<file path="src/rtl/seven_segment_pkg.sv">
// Shared 7-segment glyph constants and the hex-to-segment decode function.
// Glyphs are active-high, bit order gfedcba (bit0 = a).
package seven_segment_pkg;

  localparam logic [6:0] SEG_0   = 7'h3F;
  localparam logic [6:0] SEG_1   = 7'h06;
  localparam logic [6:0] SEG_2   = 7'h5B;
  localparam logic [6:0] SEG_3   = 7'h4F;
  localparam logic [6:0] SEG_4   = 7'h66;
  localparam logic [6:0] SEG_5   = 7'h6D;
  localparam logic [6:0] SEG_6   = 7'h7D;
  localparam logic [6:0] SEG_7   = 7'h07;
  localparam logic [6:0] SEG_8   = 7'h7F;
  localparam logic [6:0] SEG_9   = 7'h6F;
  localparam logic [6:0] SEG_A   = 7'h77;
  localparam logic [6:0] SEG_B   = 7'h7C;
  localparam logic [6:0] SEG_C   = 7'h39;
  localparam logic [6:0] SEG_D   = 7'h5E;
  localparam logic [6:0] SEG_E   = 7'h79;
  localparam logic [6:0] SEG_F   = 7'h71;
  localparam logic [6:0] SEG_OFF = 7'h00;

  function automatic logic [6:0] hex_to_seg(input logic [3:0] nibble);
    logic [6:0] seg;
    case (nibble)
      4'h0:    seg = SEG_0;
      4'h1:    seg = SEG_1;
      4'h2:    seg = SEG_2;
      4'h3:    seg = SEG_3;
      4'h4:    seg = SEG_4;
      4'h5:    seg = SEG_5;
      4'h6:    seg = SEG_6;
      4'h7:    seg = SEG_7;
      4'h8:    seg = SEG_8;
      4'h9:    seg = SEG_9;
      4'hA:    seg = SEG_A;
      4'hB:    seg = SEG_B;
      4'hC:    seg = SEG_C;
      4'hD:    seg = SEG_D;
      4'hE:    seg = SEG_E;
      4'hF:    seg = SEG_F;
      default: seg = SEG_OFF;
    endcase
    return seg;
  endfunction

endpackage

</file>
<file path="src/rtl/seven_segment_decoder.sv">
// Combinational nibble-to-segment decoder, active-high gfedcba.
// Kept as its own module so other display paths can share it.
module seven_segment_decoder
  import seven_segment_pkg::*;
(
  input  logic [3:0] nibble,
  output logic [6:0] seg
);

  assign seg = hex_to_seg(nibble);

endmodule

</file>
<file path="src/rtl/seven_segment_scanner.sv">
// Time-multiplexed N-digit 7-segment driver with shadow/active value registers,
// leading-zero blanking, an anti-ghost blank window and frame-aligned updates.
module seven_segment_scanner
  import seven_segment_pkg::*;
#(
  parameter int NUM_DIGITS   = 4,
  parameter int REFRESH_DIV  = 100000,
  parameter int BLANK_CYCLES = 1000,
  parameter int ACTIVE_LOW   = 1
) (
  input  logic                    clk,
  input  logic                    rst,
  input  logic [4*NUM_DIGITS-1:0] value_i,
  input  logic [NUM_DIGITS-1:0]   dp_i,
  input  logic                    load_i,
  input  logic                    blank_lz_i,
  input  logic                    enable_i,
  output logic [6:0]              seg_o,
  output logic                    dp_o,
  output logic [NUM_DIGITS-1:0]   an_o,
  output logic                    frame_o
);

  localparam int PW = (REFRESH_DIV > 1) ? $clog2(REFRESH_DIV) : 1;
  localparam int IW = (NUM_DIGITS > 1) ? $clog2(NUM_DIGITS) : 1;
  localparam int VW = 4 * NUM_DIGITS;
  localparam logic [PW-1:0] PRESC_LAST = PW'(REFRESH_DIV - 1);
  localparam logic [IW-1:0] IDX_LAST   = IW'(NUM_DIGITS - 1);
  localparam logic          INV        = (ACTIVE_LOW != 0);

  if (NUM_DIGITS < 1 || NUM_DIGITS > 8) begin : g_bad_num_digits
    $error("seven_segment_scanner: NUM_DIGITS must be 1..8");
  end
  if (REFRESH_DIV < 2) begin : g_bad_refresh_div
    $error("seven_segment_scanner: REFRESH_DIV must be >= 2");
  end
  if (BLANK_CYCLES < 0 || BLANK_CYCLES >= REFRESH_DIV) begin : g_bad_blank_cycles
    $error("seven_segment_scanner: BLANK_CYCLES must be 0..REFRESH_DIV-1");
  end

  logic [PW-1:0]         presc;
  logic [IW-1:0]         idx;
  logic                  terminal;
  logic                  wrap;

  logic [VW-1:0]         shadow_value;
  logic [NUM_DIGITS-1:0] shadow_dp;
  logic [VW-1:0]         active_value;
  logic [NUM_DIGITS-1:0] active_dp;
  logic                  pending;

  logic                  in_window;
  logic                  lit;
  logic [3:0]            cur_nibble;
  logic [6:0]            dec_seg;
  logic                  zero_run;
  logic [NUM_DIGITS-1:0] lz_mask;
  logic                  blank_digit;
  logic [6:0]            seg_next;
  logic                  dp_next;
  logic [NUM_DIGITS-1:0] an_next;

  assign terminal = (presc == PRESC_LAST);
  assign wrap     = terminal && (idx == IDX_LAST);

  // Slot prescaler and digit index.
  always_ff @(posedge clk or posedge rst) begin
    if (rst) begin
      presc <= '0;
      idx   <= '0;
    end else if (terminal) begin
      presc <= '0;
      idx   <= (idx == IDX_LAST) ? '0 : idx + IW'(1);
    end else begin
      presc <= presc + PW'(1);
    end
  end

  // Loads land in the shadow register; active only changes on the frame wrap,
  // and a load coinciding with the wrap bypasses the shadow entirely.
  always_ff @(posedge clk or posedge rst) begin
    if (rst) begin
      shadow_value <= '0;
      shadow_dp    <= '0;
      active_value <= '0;
      active_dp    <= '0;
      pending      <= 1'b0;
    end else begin
      if (load_i) begin
        shadow_value <= value_i;
        shadow_dp    <= dp_i;
      end
      if (wrap) begin
        pending <= 1'b0;
        if (load_i) begin
          active_value <= value_i;
          active_dp    <= dp_i;
        end else if (pending) begin
          active_value <= shadow_value;
          active_dp    <= shadow_dp;
        end
      end else if (load_i) begin
        pending <= 1'b1;
      end
    end
  end

  if (BLANK_CYCLES == 0) begin : g_no_blank
    assign in_window = 1'b1;
  end else begin : g_blank
    assign in_window = (presc >= PW'(BLANK_CYCLES));
  end

  assign lit        = in_window && enable_i;
  assign cur_nibble = active_value[{idx, 2'b00} +: 4];

  seven_segment_decoder u_decoder (
    .nibble (cur_nibble),
    .seg    (dec_seg)
  );

  // Digit k is a leading zero when it and every digit above it are zero.
  always_comb begin
    zero_run = 1'b1;
    lz_mask  = '0;
    for (int k = NUM_DIGITS - 1; k >= 0; k--) begin
      zero_run   = zero_run && (active_value[4*k +: 4] == 4'h0);
      lz_mask[k] = zero_run && (k != 0);
    end
  end

  assign blank_digit = blank_lz_i && lz_mask[idx];

  always_comb begin
    seg_next = (lit && !blank_digit) ? dec_seg : SEG_OFF;
    dp_next  = lit && active_dp[idx];
    an_next  = '0;
    for (int k = 0; k < NUM_DIGITS; k++) begin
      an_next[k] = lit && (idx == IW'(k));
    end
  end

  // Pin polarity is applied only here, so everything upstream is active-high.
  always_ff @(posedge clk or posedge rst) begin
    if (rst) begin
      seg_o   <= {7{INV}};
      dp_o    <= INV;
      an_o    <= {NUM_DIGITS{INV}};
      frame_o <= 1'b0;
    end else begin
      seg_o   <= seg_next ^ {7{INV}};
      dp_o    <= dp_next ^ INV;
      an_o    <= an_next ^ {NUM_DIGITS{INV}};
      frame_o <= wrap;
    end
  end

endmodule

</file>
<file path="config.mk">
export PLATFORM = sky130hd
export DESIGN_NAME = seven_segment_scanner
export DESIGN_NICKNAME = d
export VERILOG_FILES = /design/src/rtl/seven_segment_pkg.sv /design/src/rtl/seven_segment_decoder.sv /design/src/rtl/seven_segment_scanner.sv
export SDC_FILE = /design/constraint.sdc
export NUM_CORES = 1
export LEC_CHECK = 0
export ABC_AREA = 1
export BUFFER_PORTS_ARGS = -buffer_cell sky130_fd_sc_hd__buf_2
export CELL_PAD_IN_SITES_DETAIL_PLACEMENT = 1
export CELL_PAD_IN_SITES_GLOBAL_PLACEMENT = 1
export CORE_MARGIN = 1
export CORE_UTILIZATION = 44
export DETAILED_ROUTE_END_ITERATION = 16
export PLACE_DENSITY_LB_ADDON = 0.15
export SYNTH_ARGS = -nofsm -noshare
export SYNTH_HDL_FRONTEND = slang
export SYNTH_SLANG_ARGS = --single-unit
</file>
<file path="constraint.sdc">
create_clock -name clk -period 3 [get_ports clk]
set_input_delay 0.3 -clock clk [delete_from_list [all_inputs] [get_ports clk]]
set_output_delay 0.3 -clock clk [all_outputs]
set_load 0.05 [all_outputs]
</file>
==> run summary <==
status: finished, final reports clean
Max-Cap Viols: 0
max incr delay on CP: 0.58 ns
largest net degree at the start of global routing: 39
CTS Sinks: 73
crit path launch: idx[0]
commonest cells after routing, fill and taps aside: nand2_1 (170), dfrtp_1 (61), nand3_1 (51)
TritonCTS clock tree: done
max_slew headroom: 47.9%
count of final setup violators: 0
Reg2Reg Setup Slack: 0.85 ns
critical path cell sequence: inv_1 > nand2_1 > nand3_1 > nand2_1 > inv_1 > ha_1 > inv_1 > nand3_1 > nand3_1 > nand3_1
chip height: 93.5 microns
global-route wire length before repair: 14.8 mm
GRT Total Usage: 21.8%
Mapped Nets: 502
CP Max Fanout: 16
ratio of cells with drive above 1 in the final layout: 16.2%
Final Util: 50.5%
# hold bufs at CTS: 0
commonest non-fill, non-tap cell in the layout: nand2_1
ANT nets after route: 0
slew at the pin with the worst max-slew slack: 0.781 ns
peak supply drop: 0.270 mV
DRC errors left: 0
Critical Path Most Common Cell: nand3_1
core area: 8180 sq um
Placer Congestion: 0.826
Antenna diodes: 0
synth warn: 0
grt ovf: 0
R2R Path End: seg_o[0]
Final Hold Fails: 0
CP endpoint: seg_o[0]
Core Rows: 33
clock skew: 0.0100 ns
Netlist cell types: 25
clock buffer depth: 2
minimum clock period after layout: 2.15 ns
data required time of the critical path: 3.27 ns
Levels on crit path: 10
H-tree Lvls: 3
detailed-route wire length per cell: 14.0 microns
IO Count: 38
number of global-route vias before repair: 3091
Reg clk slew, reported paths: 0.08 ns
RSZ-0062 raised after global routing: false
Critical-path top delay cell: dfrtp_1
Post-CTS Resized: 0
Mean Syn Cell Area: 7.93 sq um
Starting DRT DRC Count: 101
CP endpoint kind: flip-flop
Mapped Cells: 465
kind of cell adding the most delay to the critical path: simple AND/OR/NAND/NOR gates
Worst Path Buf+Inv: 3
Die Area: 8750 sq um
routed vias: 3009
mapped cell area: 3690 sq um
initial antenna violation count: 0
f_max: 0.465 GHz
Fillers: 1040
RR Startpoint: idx[0]
drt pass-1 iters: 4
# port buffers: 37
leakage power: 0.00220 uW
Setup TNS Final: 0 ns
FF+latch count, synth: 73
Chip Width: 93.5 microns
HP Class: input pin to async pin
Max Slew Vio Count: 0
CTS Buf Count: 9
Area Overhead vs Synth: 12.1%
postcts setup bufs: 0
R2R cell count: 10
power density cells: 452 nW/um^2
Detail Placement HPWL: 6.35 mm
final period utilization: 71.7%
Initial Util: 45.1%
vias per cell: 4.92
crit path kind: flip-flop to flip-flop
number of nets in the layout: 538
sequential area share after synthesis: 50.0%
Root Buffer: clkbuf_8
Data arrival, critical path: 2.43 ns
Post-Route WL: 8.53 mm
overall power: 1870 uW
Clk Latency, worst-skew pair: 0.36 ns
Worst setup SP type: flip-flop
## area by class of cell
cell class,instances,area [sq um],area share [%]
tap,105,131,3.18
multi-input combinational,330,1570,38.0
clock buffer,10,128,3.09
inverter,48,180,4.36
sequential,73,1840,44.6
clock inverter,6,68.8,1.67
timing repair buffer,39,213,5.15
## flip-flops by register name, indices dropped and copies added, names as in the netlist
name	flops
active_dp	4
active_value	16
an_o	4
dp_o	1
frame_o	1
idx	2
pending	1
presc	17
seg_o	7
shadow_dp	4
shadow_value	16
## synth_stat cells
cell        n  area (sq um)
dfstp_2    12           315
dfrtp_1    61          1530
buf_6       5          56.3
nor2_1     45           169
inv_1      46           173
nor3_1      4          20.0
nand4_1     4          25.0
a21oi_1     1          5.00
o22ai_1     1          6.26
nor2_4      2          22.5
inv_2       2          7.51
xor2_1      7          61.3
nor2_8      1          20.0
buf_2       4          20.0
nor3b_1     2          15.0
clkbuf_1    5          18.8
nand3b_1    3          22.5
nand2_4     2          22.5
ha_1       12           150
nand2_1   170           638
nor2_2      2          12.5
nand3_1    51           255
o21ai_0    16          80.1
nand2_2     6          37.5
or2_0       1          6.26
## where the power goes
part | total [uW] | switching (uW) | internal, uW
Combinational | 78.3 | 53.1 | 25.2
Clock | 775 | 389 | 387
Sequential | 1010 | 6.37 | 1010
## kinds of logic (layout without fill, tap and decap cells)
group           Yosys count  count (layout)  share of synthesized area [%]
simple gates            293             293                           34.4
flops                    73              73                           50.0
buf+inv                  62             103                           7.47
compound gates           18              18                           2.48
fa+ha+maj                12              12                           4.07
xor+xnor                  7               7                           1.66
## through the flow
step           cells  worst slack [ns]  hold slack, ns  instance area [sq um]
4_1_cts          611             0.832           0.104                   4130
2_1_floorplan    465             0.867           0.433                   3690
5_1_grt          611             0.600           0.135                   4130
6_report         611             0.849          0.0853                   4130
3_5_place_dp     595             0.851           0.463                   3940
3_3_place_gp     595              1.04           0.459                   3940
## worst min path at each step
stage / startpoint / to / slack [ns] / cells past startpoint
2_1_floorplan: value_i[2] / shadow_value[2] / 0.43 / 2
3_3_place_gp: shadow_value[0] / shadow_value[0] / 0.46 / 2
3_5_place_dp: shadow_value[6] / shadow_value[6] / 0.46 / 2
4_1_cts: rst / presc[1] / 0.10 / 2
5_1_grt: rst / presc[0] / 0.14 / 2
6_report: rst / presc[6] / 0.09 / 2
## per-layer routing
metal / up-vias / part of all wire [%] / global-route usage (%) / routed length (microns)
li1: 1512 / - / - / -
met1: 1447 / 47 / 28.2 / 4030
met2: 37 / 49 / 36.0 / 4150
met3: 13 / 2.6 / 4.31 / 219
met4: 0 / 1.6 / 8.59 / 136
met5: - / 0 / 0 / 0
(Power assumes the default switching activity.)
